--- config.mk ---
export PLATFORM = sky130hd
export DESIGN_NAME = uart_rx_wb
export DESIGN_NICKNAME = d
export VERILOG_FILES = /design/src/rtl/uart_rx_wb.sv
export SDC_FILE = /design/constraint.sdc
export NUM_CORES = 1
export LEC_CHECK = 0
export BUFFER_PORTS_ARGS = -buffer_cell sky130_fd_sc_hd__buf_4
export CORE_MARGIN = 4
export CORE_UTILIZATION = 60
export CTS_CLUSTER_DIAMETER = 80
export CTS_CLUSTER_SIZE = 20
export DETAILED_ROUTE_END_ITERATION = 12
export PLACE_DENSITY = 0.78
export SLEW_MARGIN = 20
export SYNTH_ARGS = -nofsm -noshare
export SYNTH_HDL_FRONTEND = slang
export SYNTH_SLANG_ARGS = --single-unit
--- constraint.sdc ---
create_clock -name clk -period 4.65 [get_ports clk]
set_clock_uncertainty 0.1 [all_clocks]
set_input_delay 0.2325 -clock clk [delete_from_list [all_inputs] [get_ports clk]]
set_output_delay 0.2325 -clock clk [all_outputs]
set_load 0.02 [all_outputs]
--- src/rtl/uart_rx_wb.sv ---
// uart_rx_wb: 8N1 serial receiver with a Wishbone B4 classic slave port.
// The receiver oversamples rx at 16x the bit rate. Received bytes go into a
// small FIFO that the CPU drains through the DATA register.
//
// Ports:
//   clk           system clock, rising edge
//   rst           asynchronous reset, active low
//   cyc/stb/we    Wishbone cycle, strobe, write enable
//   adr[31:0]     byte address, adr[3:2] selects the register
//   dat_i[31:0]   write data
//   dat_o[31:0]   read data, registered, held between transfers
//   ack           one-clock acknowledge, registered
//   rx            asynchronous serial input, idle high
//   irq           level interrupt: FIFO non-empty or OVR or FERR
//
// Registers (adr[3:2]):
//   0 DATA   RO  {23'b0, valid, byte}; reading a non-empty FIFO pops it
//   1 STATUS     [0] NE, [1] FULL, [2] OVR (W1C), [3] FERR (W1C), [7:4] count (sat 15)
//   2 BAUD   RW  [15:0] clk cycles per 1/16 bit
//   3 -      reads 0
//
// state  | meaning
// IDLE   | line idle, waiting for a low level
// START  | timing to mid start bit, rejects glitches
// DATA   | sampling 8 data bits, LSB first, once every 16 ticks
// STOP   | sampling the stop bit, pushing the byte or flagging errors
// BREAK  | framing error seen, waiting for the line to return high
module uart_rx_wb #(
  parameter int          FIFO_DEPTH   = 16,
  parameter logic [15:0] BAUD_DIV_RST = 16'd27
) (
  input  logic        clk,
  input  logic        rst,
  input  logic        cyc,
  input  logic        stb,
  input  logic        we,
  input  logic [31:0] adr,
  input  logic [31:0] dat_i,
  output logic [31:0] dat_o,
  output logic        ack,
  input  logic        rx,
  output logic        irq
);

  localparam int AW = $clog2(FIFO_DEPTH);

  typedef enum logic [2:0] {
    S_IDLE,
    S_START,
    S_DATA,
    S_STOP,
    S_BREAK
  } state_t;

  logic             r_rx_meta;
  logic             r_rx_sync;
  logic [15:0]      r_div;
  logic [15:0]      r_tick_cnt;
  state_t           r_state;
  logic [3:0]       r_tcnt;
  logic [2:0]       r_bidx;
  logic [7:0]       r_shift;
  logic [7:0]       r_mem [FIFO_DEPTH];
  logic [AW-1:0]    r_head;
  logic [AW-1:0]    r_tail;
  logic [AW:0]      r_count;
  logic             r_ovr;
  logic             r_ferr;
  logic             r_ack;
  logic [31:0]      r_dat_o;
  logic             r_irq;

  state_t           w_state_nxt;
  logic [3:0]       w_tcnt_nxt;
  logic [2:0]       w_bidx_nxt;
  logic [7:0]       w_shift_nxt;
  logic             w_push_req;
  logic             w_ferr_set;
  logic [15:0]      w_div_eff;
  logic             w_tick;
  logic             w_xfer;
  logic             w_rd;
  logic             w_wr;
  logic [1:0]       w_sel;
  logic             w_empty;
  logic             w_full;
  logic             w_pop;
  logic             w_push;
  logic             w_ovr_set;
  logic             w_baud_wr;
  logic             w_stat_wr;
  logic [3:0]       w_cnt_sat;
  logic [31:0]      w_rdata;
  logic             w_unused;

  assign w_unused = ^{adr[31:4], adr[1:0], dat_i[31:16]};

  // rx synchronizer; idle-high reset keeps the FSM quiet coming out of reset
  always_ff @(posedge clk or negedge rst) begin
    if (!rst) begin
      r_rx_meta <= 1'b1;
      r_rx_sync <= 1'b1;
    end else begin
      r_rx_meta <= rx;
      r_rx_sync <= r_rx_meta;
    end
  end

  // Bus decode; side effects fire on the edge that raises ack
  assign w_xfer    = cyc & stb & ~r_ack;
  assign w_rd      = w_xfer & ~we;
  assign w_wr      = w_xfer & we;
  assign w_sel     = adr[3:2];
  assign w_empty   = (r_count == '0);
  assign w_full    = (r_count == (AW+1)'(FIFO_DEPTH));
  assign w_pop     = w_rd & (w_sel == 2'd0) & ~w_empty;
  // A pop in the same clock frees a slot, so a push into a full FIFO still lands
  assign w_push    = w_push_req & (~w_full | w_pop);
  assign w_ovr_set = w_push_req & w_full & ~w_pop;
  assign w_baud_wr = w_wr & (w_sel == 2'd2);
  assign w_stat_wr = w_wr & (w_sel == 2'd1);

  // 16x tick generator; a divisor of 0 behaves as 1
  assign w_div_eff = (r_div == 16'd0) ? 16'd1 : r_div;
  assign w_tick    = (r_tick_cnt == (w_div_eff - 16'd1));

  always_ff @(posedge clk or negedge rst) begin
    if (!rst) begin
      r_div      <= BAUD_DIV_RST;
      r_tick_cnt <= 16'd0;
    end else begin
      if (w_baud_wr) r_div <= dat_i[15:0];
      if (w_baud_wr || w_tick) r_tick_cnt <= 16'd0;
      else                     r_tick_cnt <= r_tick_cnt + 16'd1;
    end
  end

  // Receive FSM: state and datapath registers
  always_ff @(posedge clk or negedge rst) begin
    if (!rst) begin
      r_state <= S_IDLE;
      r_tcnt  <= 4'd0;
      r_bidx  <= 3'd0;
      r_shift <= 8'd0;
    end else begin
      r_state <= w_state_nxt;
      r_tcnt  <= w_tcnt_nxt;
      r_bidx  <= w_bidx_nxt;
      r_shift <= w_shift_nxt;
    end
  end

  always_comb begin
    w_state_nxt = r_state;
    w_tcnt_nxt  = r_tcnt;
    w_bidx_nxt  = r_bidx;
    w_shift_nxt = r_shift;
    w_push_req  = 1'b0;
    w_ferr_set  = 1'b0;
    case (r_state)
      S_IDLE: begin
        if (!r_rx_sync) begin
          w_tcnt_nxt  = 4'd0;
          w_state_nxt = S_START;
        end
      end
      S_START: begin
        if (w_tick) begin
          if (r_tcnt == 4'd7) begin
            if (r_rx_sync) begin
              w_state_nxt = S_IDLE;
            end else begin
              w_tcnt_nxt  = 4'd0;
              w_bidx_nxt  = 3'd0;
              w_state_nxt = S_DATA;
            end
          end else begin
            w_tcnt_nxt = r_tcnt + 4'd1;
          end
        end
      end
      S_DATA: begin
        if (w_tick) begin
          if (r_tcnt == 4'd15) begin
            w_shift_nxt[r_bidx] = r_rx_sync;
            w_tcnt_nxt          = 4'd0;
            if (r_bidx == 3'd7) w_state_nxt = S_STOP;
            else                w_bidx_nxt  = r_bidx + 3'd1;
          end else begin
            w_tcnt_nxt = r_tcnt + 4'd1;
          end
        end
      end
      S_STOP: begin
        if (w_tick) begin
          if (r_tcnt == 4'd15) begin
            if (r_rx_sync) begin
              w_push_req  = 1'b1;
              w_state_nxt = S_IDLE;
            end else begin
              w_ferr_set  = 1'b1;
              w_state_nxt = S_BREAK;
            end
          end else begin
            w_tcnt_nxt = r_tcnt + 4'd1;
          end
        end
      end
      S_BREAK: begin
        if (r_rx_sync) w_state_nxt = S_IDLE;
      end
      default: w_state_nxt = S_IDLE;
    endcase
  end

  // Receive FIFO
  always_ff @(posedge clk or negedge rst) begin
    if (!rst) begin
      for (int i = 0; i < FIFO_DEPTH; i++) r_mem[i] <= 8'd0;
      r_head  <= '0;
      r_tail  <= '0;
      r_count <= '0;
    end else begin
      if (w_push) begin
        r_mem[r_tail] <= r_shift;
        r_tail        <= r_tail + 1'b1;
      end
      if (w_pop) r_head <= r_head + 1'b1;
      case ({w_push, w_pop})
        2'b10:   r_count <= r_count + 1'b1;
        2'b01:   r_count <= r_count - 1'b1;
        default: r_count <= r_count;
      endcase
    end
  end

  // Sticky flags; a new event wins over a same-clock clear
  always_ff @(posedge clk or negedge rst) begin
    if (!rst) begin
      r_ovr  <= 1'b0;
      r_ferr <= 1'b0;
    end else begin
      if (w_ovr_set)                  r_ovr <= 1'b1;
      else if (w_stat_wr && dat_i[2]) r_ovr <= 1'b0;
      if (w_ferr_set)                 r_ferr <= 1'b1;
      else if (w_stat_wr && dat_i[3]) r_ferr <= 1'b0;
    end
  end

  assign w_cnt_sat = (int'(r_count) > 15) ? 4'd15 : 4'(r_count);

  always_comb begin
    w_rdata = 32'd0;
    case (w_sel)
      2'd0:    w_rdata = w_empty ? 32'd0 : {23'd0, 1'b1, r_mem[r_head]};
      2'd1:    w_rdata = {24'd0, w_cnt_sat, r_ferr, r_ovr, w_full, ~w_empty};
      2'd2:    w_rdata = {16'd0, r_div};
      default: w_rdata = 32'd0;
    endcase
  end

  always_ff @(posedge clk or negedge rst) begin
    if (!rst) begin
      r_ack   <= 1'b0;
      r_dat_o <= 32'd0;
      r_irq   <= 1'b0;
    end else begin
      r_ack <= w_xfer;
      if (w_rd) r_dat_o <= w_rdata;
      r_irq <= ~w_empty | r_ovr | r_ferr;
    end
  end

  assign ack   = r_ack;
  assign dat_o = r_dat_o;
  assign irq   = r_irq;

endmodule

# Word level (Yosys, flattened, before mapping)
# Index checks and enable logic that the tools add are counted.
[totals]
ff_bits = 229
output_inout_bits = 34
elab_cells = 164
[classes]
order_cmp = 6
n_addsub = 8
reduce_logical = 18
bitwise_logic = 21
n_mux = 54
eq_ne = 25
[ops]
columns = ["cell", "count"]
rows = [
  ["128-bit bitwise mux", 1],
  ["32-bit one-hot mux with 3 select lines", 1],
  ["3-bit two-way mux", 16],
  ["8-bit binary-select mux with 4-bit select", 1],
  ["8-bit demux with 4-bit select", 1],
  ["16-bit two-way mux", 2],
  ["4-bit two-way mux", 8],
  ["8-bit two-way mux", 3],
  ["2-bit inequality test, second input constant", 12],
  ["16-bit by 1-bit adder with 16-bit output, second input constant", 1],
  ["16-bit equality test", 1],
  ["16-bit zero test", 1],
  ["4-bit one-hot mux with 4 select lines", 1],
  ["16-bit by 1-bit subtractor with 16-bit output, second input constant", 1],
  ["3-bit one-hot mux with 5 select lines", 1],
  ["1-bit two-way mux", 13],
  ["4-bit by 1-bit adder with 4-bit output, second input constant", 3],
  ["1-bit AND", 11],
  ["5-bit >= comparator, second input constant", 2],
  ["4-bit inverter with 5-bit output", 2],
  ["5-bit one-hot mux with 2 select lines", 1],
  ["9-bit two-way mux", 1],
  ["9-bit AND reduction", 1],
  ["8-bit bitwise mux", 1],
  ["other kinds (30)", 46],
]

# Logic depth before layout (Yosys ltp)
# Gate-level depths: netlist of run 1.
[depth]
ltp_word = 9
ltp_mapped = 23
ltp_nobuf = 21

# Worst setup path after synthesis of run 1
# No wires, ideal clock.
[synth_path]
kind = "reg-to-reg"
start = "register r_div[7]"
end = "register r_count[4]"
period_less_slack_ns = 4.181
arrival_ns = 3.956
stages_incl_launch_ff = 20
setup_ns = 0.124
path_slack_ns = 0.469
cell_sequence = "dfrtp_1 > buf_6 > nor3_2 > and3_1 > a31oi_1 > ha_1 > xnor2_1 > a221oi_1 > nand4_1 > nor4b_1 > nand4_1 > nor3_1 > nand2_1 > ha_1 > ha_1 > a21o_1 > a21oi_1 > xnor2_1 > nor2_1 > xnor2_1"
[synth_via]
elab_chain_cells = 9
elab_cells_between_ends = 11
[synth_rtl]
columns = ["item", "line", "text"]
rows = [
  ["start, declared", "57", "logic [15:0] r_div;"],
  ["start signal, assigned", "132", "if (w_baud_wr) r_div <= dat_i[15:0];"],
  ["16-bit zero test", "124", "assign w_div_eff = (r_div == 16'd0) ? 16'd1 : r_div;"],
  ["16-bit two-way mux *", "124", ""],
  ["16-bit by 1-bit subtractor with 16-bit output *", "125", "assign w_tick = (r_tick_cnt == (w_div_eff - 16'd1));"],
  ["16-bit equality test *", "125", ""],
  ["1-bit two-way mux *", "195", "if (w_tick) begin"],
  ["1-bit two-way mux *", "160", "case (r_state)"],
  ["1-bit AND *", "118", "assign w_push = w_push_req & (~w_full | w_pop);"],
  ["2-bit by 1-bit equality test with 1-bit output or 2-bit equality test (tied branches)", "229", "case ({w_push, w_pop})"],
  ["5-bit one-hot mux with 2 select lines or 2-bit nonzero test (tied branches)", "-", ""],
  ["end signal, assigned", "230", "2'b10: r_count <= r_count + 1'b1;"],
  ["end signal, assigned", "231", "2'b01: r_count <= r_count - 1'b1;"],
  ["end signal, assigned", "232", "default: r_count <= r_count;"],
  ["end, declared", "66", "logic [AW:0] r_count;"],
]
# Mark *: on every way between the ends. The rest lies on a longest branch, timed or not.
# A chain may end at the register's enable or synchronous reset.

# Final worst setup path of run 1
[layout_path]
start = "register r_div[12]"
end = "register r_count[4]"
# Same word-level chain as after synthesis.

==> summary.md, run 1 <==
| Metric | Value |
|---|---|
| Synth Flop Type | `dfrtp_1` |
| Worst-path clk slew | `0.08 ns` |
| IO Port Bufs | `41` |
| H-tree level count | `1` |
| Multi-input combinational cell area | `5225 um2` |
| Worst path top cell family by delay | `simple AND/OR/NAND/NOR gates` |
| Post-route DRC | `0` |
| Setup-failing EPs final | `0` |
| Worst setup EP type | `flip-flop` |
| Met3 WL post-DR | `1484 um` |
| CP arrival | `4.66 ns` |
| Initial antenna violation count | `0` |
| Cell Count, Final, Fillers Out | `1134` |
| Register bit total from synthesis | `213` |
| Vias | `7122` |
| Final critical path time including I/O delays and setup | `4.407 ns` |
| Final GP Congestion | `0.8910` |
| Initial core utilization | `0.6187` |
| Cells after Synth | `859` |
| Slew of the pin with the lowest slew margin | `1.014 ns` |
| First-pass GRT wire length | `39750 um` |
| Post-synthesis cell type count | `69` |
| Wire per inst | `21.70 um` |
| Inst Count DP | `1093` |
| EDFF count, synth | `0` |
| Die Area | `20300 um2` |
| Final Hold Viols | `0` |
| Synth Area per Inst | `12.63 um2` |
| FFs w/ async S/R, synth | `1.000` |
| CP max stage cell | `dfrtp_1` |
| Routed Antenna Nets | `0` |
| Routed WL | `24610 um` |
| Setup_tns | `0 ns` |
| Largest net degree at the start of global routing | `123` |
| PD cells | `369.1 nW/um2` |
| Crit-path cells | `nor4_4 > and3_4 > a31oi_1 > ha_1 > xnor2_1 > a221oi_1 > nand4_1 > nor4b_2 > nand4_1 > nor3_2 > nand2_2 > ha_4 > ha_1 > a21o_1 > a21oi_1 > xnor2_1 > nor2_1 > xnor2_1` |
| Placeable Area | `17540 um2` |
| WP buf/inv | `0` |
| Crit-path max FO | `7` |
| Dpl cell area | `11310 um2` |
| Register area share after synthesis | `0.4920` |
| Max-cap viol count | `0` |
| Reg area | `5340 um2` |
| Die width | `142.5 um` |
| R2R Setup Slk | `0.24 ns` |
| Area Overhead vs Synth | `10.44%` |
| Max Used Layer | `met4` |
| Wl on met1 | `9952 um` |
| CP max stage delay | `0.47 ns` |
| Max-slew headroom | `0.3239` |
| GRT overflow | `0` |
| Dpl hpwl | `16840 um` |
| Clk_lat worst skew | `0.47 ns` |
| Root Driver | `clkbuf_16` |
| CTS tree | `yes` |
| Antenna diodes | `0` |
| Vias per cell | `6.280` |
| Fillcell total | `1209` |
| # IOs | `104` |
| Worst Path Class, Setup | `reg2reg` |
| Clock Sinks | `213` |
| Min-delay worst type | `in2reg` |
| Synth warnings | `0` |
| Total track usage | `0.2465` |
| Proportion of layout cells with a drive suffix above 1 | `0.3443` |
| Post-Syn Area | `10850 um2` |
| VDD IR max | `0.4093 mV` |
| Vias in the first global route | `7393` |
| Worst EP required | `4.91 ns` |
| First-pass DRT Iterations | `5` |
| DRT iter0 DRCs | `583` |
| CP most frequent cell | `xnor2_1` |
| # rows | `48` |
| CTS Buf Count | `15` |
| Period utilisation layout | `0.9477` |
| Design area | `11980 um2` |
| P_leak | `5.553 nW` |
| Clock Path Buffers | `3` |
| Slew Limit Fails | `0` |
| FMAX | `0.2269 GHz` |
| Met2 wire len | `12540 um` |
| Setup crit start kind | `flip-flop` |
| Post-layout nets | `989` |
| Die Ht | `142.5 um` |
| Status | `finished, final reports clean` |
==> placed cells by master, fill, tap and decap left out, drive strengths merged, types with 3 or more instances in the layout <==
master and instances:
a21o 3, a21oi 12, a221oi 6, and2 6
and3 7, and3b 3, buf 57, clkbuf 20
conb 16, dfrtp 207, dfstp 6, dlygate4sd3 18
ha 14, inv 18, mux2 153, mux2i 5
mux4 40, nand2 65, nand2b 7, nand3 34
nand3b 4, nand4 13, nor2 52, nor2b 8
nor3 15, nor4 10, o21ai 24, or2 4
or4 5, xnor2 23, xor2 18
==> state kept, by name (all words and copies together), names as in the netlist <==
name	cells
r_shift	8
r_rx_meta	1
dat_o	16
r_tail	4
r_tcnt	4
r_mem	128
irq	1
r_div	16
ack	1
r_bidx	3
r_ferr	1
r_count	5
r_rx_sync	1
r_head	4
r_state	3
r_ovr	1
r_tick_cnt	16
==> metrics by stage <==
| step | hold slack [ns] | power (mW) | setup WS, ns | utilization |
|---|---|---|---|---|
| 2_1_floorplan | -0.1631 | 2.857 | 0.4695 | - |
| 3_3_place_gp | 0.2430 | 3.114 | 0.2173 | 0.6448 |
| 3_5_place_dp | 0.2420 | 3.150 | 0.08752 | 0.6448 |
| 4_1_cts | 0.02136 | 4.424 | 0.05437 | 0.6802 |
| 5_1_grt | 0.03234 | 4.635 | -0.04989 | 0.6832 |
| 6_report | 0.03322 | 4.422 | 0.2433 | 0.6832 |
==> worst paths after layout <==
check / start / endpoint / cells past startpoint
setup / recovery: r_div[12] / r_count[4] / 18
hold reg to reg: r_rx_meta / r_rx_sync / 0
hold / removal: cyc / ack / 2
min in group asynchronous: rst / r_tick_cnt[14] / 2
setup reg to reg: r_div[12] / r_count[4] / 18
max in group asynchronous: rst / r_mem[29] / 3
==> power by group <==
part	switching (mW)	internal, mW	total (mW)
Sequential	0.236	1.97	2.21
Clock	0.635	0.634	1.27
Combinational	0.507	0.437	0.944
Total	1.38	3.04	4.42
==> what timing repair did <==
| action | CTS | global route |
|---|---|---|
| endpoints found under the setup margin | 0 | 2 |
| endpoints found under the hold margin | 136 | 0 |
| hold buffers | 18 | 0 |
| buffers inserted | 0 | 1 |
| resized for setup | 0 | 8 |
==> synthesized netlist by cell type, drive strengths merged, types with 6 or more instances <==
cell type / n / area, um2
nand2b: 7 / 43.79
nand4: 13 / 156.4
nor2: 52 / 212.7
clkbuf: 35 / 131.4
o21ai: 24 / 120.1
nor4: 10 / 83.83
xor2: 18 / 157.7
xnor2: 23 / 201.4
a221oi: 6 / 52.55
dfrtp: 207 / 5180
nor2b: 8 / 50.05
nand2: 65 / 249.0
mux2: 153 / 1723
nor3: 15 / 102.6
a21oi: 12 / 60.06
dfstp: 6 / 157.7
mux4: 40 / 900.9
and2: 6 / 37.54
inv: 16 / 60.06
buf: 28 / 197.7
and3: 7 / 43.79
nand3: 34 / 225.2
ha: 14 / 175.2
==> metal layers <==
layer,track usage,vias to the layer above
met1,0.3229,3640
li1,-,3172
met3,0.04603,54
met4,0.06403,0
met5,0,-
met2,0.4266,256
==> cells by family after synthesis <==
group / Yosys count / synth area share
AOI/OAI and AO/OA: 69 / 0.04394
xor gates and xnor gates: 41 / 0.03310
adders and majority gates: 15 / 0.01799
buffers and inverters: 79 / 0.03587
DFF: 213 / 0.4920
muxes: 198 / 0.2465
other: 1 / 0.0003456
and+or+nand+nor: 243 / 0.1303
==> layout make-up <==
| type | count | area share |
|---|---|---|
| flip-flops and latches | 213 | 0.4457 |
| clock buffers | 19 | 0.03425 |
| well taps | 225 | 0.02350 |
| multi-input cells | 582 | 0.4361 |
| clock inverters | 3 | 0.002506 |
| inverters | 16 | 0.005013 |
| repair buffers | 76 | 0.05294 |
Power figures use the tool's default switching activity.
==> run 2: changes to the inputs <==
CELL_PAD_IN_SITES_DETAIL_PLACEMENT = 2   (was not set)
CELL_PAD_IN_SITES_GLOBAL_PLACEMENT = 2   (was not set)
CORE_UTILIZATION = 41   (was 60)
PLACE_DENSITY = 0.77   (was 0.78)
==> run 2 against run 1 <==
- cell area rose by 2.3%
- power rose by 5.7%
- register-to-register slack got worse by 0.07 ns
- die area rose by 44%
- worst hold slack got worse by 0.0018 ns
- sequential power barely moved
- combinational power rose by 7%
- cell count rose by 11%
- non-clock buffer count rose by 10
- global-route usage fell by 3.7 points
- largest cell class unchanged
- largest power group unchanged
==> summary.md, run 2 (synthesis gave the netlist of run 1 again) <==
| Metric | Value |
|---|---|
| Area Overhead vs Synth | `12.94%` |
| Setup crit start kind | `flip-flop` |
| Clock Sinks | `213` |
| Placeable Area | `26060 um2` |
| Setup-failing EPs final | `0` |
| Slew Limit Fails | `0` |
| Worst path top cell family by delay | `simple AND/OR/NAND/NOR gates` |
| CTS tree | `yes` |
| # rows | `59` |
| Final GP Congestion | `0.7751` |
| Max-cap viol count | `0` |
| P_leak | `5.638 nW` |
| # IOs | `104` |
| Max Used Layer | `met4` |
| CP arrival | `4.76 ns` |
| Antenna diodes | `0` |
| DRT iter0 DRCs | `400` |
| R2R depth | `20` |
| Period utilisation layout | `0.9638` |
| CTS Buf Count | `17` |
| Hold path depth | `4` |
| IO Port Bufs | `41` |
| Wl on met1 | `13070 um` |
| Met3 WL post-DR | `974 um` |
| Worst Path Class, Setup | `reg2reg` |
| Final Hold Viols | `0` |
| Post-route DRC | `0` |
| GRT overflow | `0` |
| Worst hold endpoint | `dat_o[0]` |
| FMAX | `0.2231 GHz` |
| PD cells | `381.6 nW/um2` |
| Setup ws final | `0.1685 ns` |
| Root Driver | `clkbuf_16` |
| Met2 wire len | `15530 um` |
| Reg-to-Reg Start | `r_div[15]` |
| Most frequent cells in the layout | `dfrtp_1, mux2_2, buf_4, nand2_1, nor2_1` |
| Vias per cell | `5.696` |
| Routed Antenna Nets | `0` |
| WP buf/inv | `2` |
| Crit-path max FO | `4` |
| Biggest register | `r_mem` |
| Vias in the first global route | `7989` |
| Min-delay worst type | `in2reg` |
| Clk_lat worst skew | `0.49 ns` |
| Clock Path Buffers | `3` |
| First-pass DRT Iterations | `4` |
| R2R Setup Slk | `0.17 ns` |
| Max reg flops | `128` |
| Crit-path cells | `nor4_4 > and3_4 > a31oi_1 > ha_1 > xnor2_1 > a221oi_1 > nand4_1 > nor4b_2 > nand4_1 > nor3_2 > nand2_1 > ha_2 > inv_1 > fa_1 > inv_1 > a21o_1 > a21oi_2 > xnor2_1 > nor2_1 > xnor2_1` |
| Initial core utilization | `0.4163` |
| Routed WL | `30160 um` |
| RR Endpoint | `r_count[4]` |
| Initial antenna violation count | `0` |
| Final critical path time including I/O delays and setup | `4.482 ns` |
| VDD IR max | `0.3330 mV` |
| Dpl hpwl | `20600 um` |
| Cell Count, Final, Fillers Out | `1258` |
| Worst path depth | `20` |
| Dpl ws | `-0.01056 ns` |
| Max-slew headroom | `0.3899` |
| Die width | `170.7 um` |
| H-tree level count | `1` |
| Largest net degree at the start of global routing | `111` |
| Status | `finished, final reports clean` |
| Design Power | `4.676 mW` |
| Slew of the pin with the lowest slew margin | `0.9151 ns` |
| Die Ht | `170.7 um` |
| CP most frequent cell | `xnor2_1` |
| Total track usage | `0.2097` |
| First-pass GRT wire length | `47990 um` |
| CP max stage delay | `0.44 ns` |
| Inst Count DP | `1210` |
| Die Area | `29130 um2` |
| Worst setup EP type | `flip-flop` |
| Commonest non-fill, non-tap cell in the layout | `dfrtp_1` |
| Post-layout nets | `1001` |
| Min-delay src | `adr[3]` |
| CP max stage cell | `dfrtp_1` |
| Worst-path clk slew | `0.08 ns` |
| Wire per inst | `23.97 um` |
| Vias | `7166` |
| Worst EP required | `4.93 ns` |
| Proportion of layout cells with a drive suffix above 1 | `0.3532` |
-- run 2: worst reg2reg max path: cells and delay by family, from the launching register on --
kind                       cells  cell delay (ns)
and+or+nand+nor                8             1.79
adders and majority gates      3             0.79
AOI/OAI and AO/OA              4             0.69
DFF                            1             0.44
xor gates and xnor gates       3             0.41
buffers and inverters          2             0.16
-- run 2: per-stage QoR --
step	setup TNS [ns]	hold slack, ns	util	cell area [um2]
3_3_place_gp	0	0.2174	0.4412	11500
4_1_cts	0	0.01439	0.4682	12200
6_report	0	0.03140	0.4702	12250
5_1_grt	-0.07383	0.03968	0.4702	12250
3_5_place_dp	-0.01056	0.2311	0.4412	11500
2_1_floorplan	0	-0.1631	-	10910
-- run 2: timing repair --
item                                   in CTS  in global routing
gates resized for setup                     1                  6
setup endpoints to repair                   1                  2
hold buffers                               18                  0
endpoints found under the hold margin     119                  0
pin swaps                                   1                  4
setup buffers                               1                  3
-- run 2: worst max-delay path by stage --
stage | startpoint | to | slack (ns)
after floorplan | r_div[7] | r_count[4] | 0.47
after global placement | r_div[12] | r_count[4] | 0.20
after detailed placement | r_div[12] | r_count[4] | -0.01
after CTS | r_div[12] | r_count[4] | 0.001
after global routing | r_div[15] | r_count[4] | -0.07
final | r_div[15] | r_count[4] | 0.17
-- run 2: metal layers --
metal,track usage,vias to the layer above
met4,0.04896,0
met2,0.3722,118
met5,0,-
li1,-,3179
met1,0.2733,3835
met3,0.02911,34
-- run 2: cell type report --
| cell class | instances | area [um2] |
|---|---|---|
| Tap cell | 335 | 419.2 |
| Inverter | 16 | 60.06 |
| Clock buffer | 19 | 432.9 |
| Multi-Input combinational cell | 582 | 5210 |
| Clock inverter | 7 | 81.33 |
| Timing Repair Buffer | 86 | 710.7 |
| Fill cell | 2552 | 13810 |
| Sequential cell | 213 | 5339 |
-- run 2: power breakdown --
part	switching (mW)	leakage [nW]	internal (mW)
clock network	0.742	0.252	0.703
logic	0.546	2.50	0.462
registers	0.250	2.89	1.97
total	1.54	5.64	3.14
==> run 3: changes to the inputs <==
ABC_AREA = 1   (was not set)
CORE_UTILIZATION = 36   (was 41)
CTS_CLUSTER_DIAMETER = 30   (was 80)
PLACE_DENSITY = 0.78   (was 0.77)
==> run 3 against run 2 <==
- count of clock-buffer cells in the layout grew 70
- sequential cell count is the same
- routed wire length grew 94%
- largest power group is now clock
- synthesized area grew 10%
- cell count grew 70%
- via count grew 77%
- first-iteration DRC count grew to 2.5 times the previous value
- worst hold slack gained 0.056 ns
- critical path depth grew 7
==> summary.md, run 3 <==
| Metric | Value |
|---|---|
| # rows | `66` |
| Synth Area per Inst | `7.699 um2` |
| Final critical path time including I/O delays and setup | `4.622 ns` |
| Setup crit start kind | `flip-flop` |
| CTS tree | `yes` |
| Worst EP required | `4.98 ns` |
| Total track usage | `0.3097` |
| IO Port Bufs | `41` |
| Clock Path Buffers | `3` |
| FFs w/ async S/R, synth | `1.000` |
| Proportion of layout cells with a drive suffix above 1 | `0.1501` |
| Clk_lat worst skew | `0.59 ns` |
| PD cells | `592.7 nW/um2` |
| Register area share after synthesis | `0.4461` |
| CP arrival | `4.96 ns` |
| Max-cap viol count | `0` |
| Largest net degree at the start of global routing | `142` |
| Design Power | `9.077 mW` |
| Inst Count DP | `1980` |
| Dpl cell area | `12590 um2` |
| Post-layout nets | `1725` |
| Fillcell total | `3634` |
| Register bit total from synthesis | `213` |
| Final Hold Viols | `0` |
| Placeable Area | `32700 um2` |
| Worst hold endpoint | `dat_o[14]` |
| Cells after Synth | `1554` |
| CTS Buf Count | `66` |
| Commonest non-fill, non-tap cell in the layout | `nand2_1` |
| Vias in the first global route | `14.13k` |
| Wire per inst | `27.38 um` |
| Crit-path max FO | `7` |
| EDFF count, synth | `0` |
| Die Area | `36210 um2` |
| Clock Sinks | `213` |
| Share of the synthesized area in the top cell type | `0.4330` |
| Initial antenna violation count | `0` |
| GRT overflow | `0` |
| Worst-path clk slew | `0.05 ns` |
| Design area | `15310 um2` |
| Synth top area cells | `dfrtp_1, nand2_1, nand4_1` |
| CP max stage delay | `0.48 ns` |
| # IOs | `104` |
| Die Ht | `190.3 um` |
| CP most frequent cell | `nand2_1` |
| Routed Antenna Nets | `0` |
| FMAX | `0.2164 GHz` |
| Most frequent cells in the layout | `nand2_1, dfrtp_1, nand4_1, nor2_1, inv_1` |
| Status | `finished, final reports clean` |
| Final GP Congestion | `0.8442` |
| Hold path depth | `5` |
| H-tree level count | `3` |
| CP max stage cell | `dfrtp_1` |
| Worst setup EP type | `flip-flop` |
| R2R depth | `27` |
| First-pass DRT Iterations | `5` |
| VDD IR max | `0.3139 mV` |
| Synth warnings | `0` |
| Die width | `190.3 um` |
| RR Endpoint | `r_count[4]` |
| DRT iter0 DRCs | `1011` |
| Post-synth top cells | `nand2_1, dfrtp_1, nor2_1` |
| Biggest register | `r_mem` |
| Post-Syn Area | `11960 um2` |
| Routed WL | `58420 um` |
| R2R Setup Slk | `0.03 ns` |
| Min-delay src | `we` |
| Period utilisation layout | `0.9939` |
| Post-synthesis cell type count | `46` |
| Vias | `12.66k` |
| Reg-to-Reg Start | `r_div[8]` |
| Cell taking the most area after synthesis | `dfrtp_1` |
| Cell Count, Final, Fillers Out | `2134` |
| Worst Path Class, Setup | `reg2reg` |
| Antenna diodes | `0` |
| First-pass GRT wire length | `86930 um` |
| Initial core utilization | `0.3659` |
| Max-slew headroom | `0.2691` |
| Slew of the pin with the lowest slew margin | `1.096 ns` |
| Slew Limit Fails | `0` |
| Synth Flop Type | `dfrtp_1` |
| Setup-failing EPs final | `0` |
| Root Driver | `clkbuf_16` |
| Post-route DRC | `0` |
| Area Overhead vs Synth | `28.00%` |
| Count leader, synth | `nand2_1` |
| Max reg flops | `128` |
| P_leak | `7.562 nW` |
| Min-delay worst type | `in2reg` |
| Dpl hpwl | `29720 um` |
| Vias per cell | `5.934` |
## run 3: changes by cell type after synthesis, sizes merged, moves of 12 or more
cell	delta
nand2	+402
mux2	-147
nand4	+144
inv	+116
nor2	+112
o21ai	+59
mux4	-40
a21oi	+36
nand3	+30
o22ai	+22
xnor2	-21
o221ai	+18
buf	+17
clkbuf	+12
## run 3: per-layer routing
metal / up-vias / track usage / routed length [um]
li1: 5384 / - / -
met1: 6492 / 0.3777 / 22780
met2: 573 / 0.5175 / 28630
met3: 214 / 0.06207 / 3715
met4: 0 / 0.1644 / 3292
met5: - / 0 / 0
## run 3: critical path: cells and delay by family (launching register included)
family / cells / cell delay, ns
flops: 1 / 0.48
compound gates: 1 / 0.18
buf+inv: 3 / 0.28
xor+xnor: 1 / 0.14
simple gates: 19 / 2.59
fa+ha+maj: 3 / 0.69
## run 3: timing repair
item                                   4_1_cts  5_1_grt
pin swaps                                    0        8
hold buffers                                20        0
gates resized for setup                      3       31
setup buffers                                1       13
endpoints found under the hold margin      119        0
setup endpoints to repair                    1        4
## run 3: where the power goes
part	total, mW	leakage (nW)	switching, mW	internal [mW]
sequential	2.22	2.81	0.226	2.00
combinational	2.06	3.59	1.46	0.599
clock	4.80	1.16	1.45	3.34
## run 3: layout make-up
type | instances | area, um2 | share of cell area
clock buffers | 89 | 1899 | 0.1240
flip-flops and latches | 213 | 5343 | 0.3489
multi-input cells | 1131 | 5797 | 0.3785
clock inverters | 31 | 414.1 | 0.02704
inverters | 133 | 499.2 | 0.03260
well taps | 442 | 553.0 | 0.03611
repair buffers | 95 | 808.3 | 0.05278
## run 3: how the worst max path moves through the flow
stage,end,start,cells after the start
after floorplan,r_count[4],r_div[4],25
after global placement,r_count[4],r_div[4],25
after detailed placement,r_count[4],r_div[4],26
after CTS,r_count[4],r_div[1],27
after global routing,r_count[3],r_div[13],25
final,r_count[4],r_div[8],27
## run 3: cell families (layout without fill, tap and decap cells)
group / count (synthesis) / count (layout) / share of synthesized area
muxes: 6 / 6 / 0.005647
other: 1 / 16 / 0.0003134
and+or+nand+nor: 888 / 888 / 0.3426
buffers and inverters: 225 / 348 / 0.08367
DFF: 213 / 213 / 0.4461
AOI/OAI and AO/OA: 185 / 185 / 0.08868
xor gates and xnor gates: 21 / 21 / 0.01663
adders and majority gates: 15 / 15 / 0.01631
## run 3: per-stage QoR
step | utilization | TNS [ns] | setup WS (ns) | hold WS, ns
after floorplan | - | 0 | 1.051 | -0.1631
after global placement | 0.3849 | 0 | 0.3445 | 0.2418
after detailed placement | 0.3849 | 0 | 0.06118 | 0.2465
after CTS | 0.4622 | 0 | 0.04075 | 0.01120
after global routing | 0.4683 | -0.2079 | -0.1132 | 0.08142
final | 0.4683 | 0 | 0.02825 | 0.08754
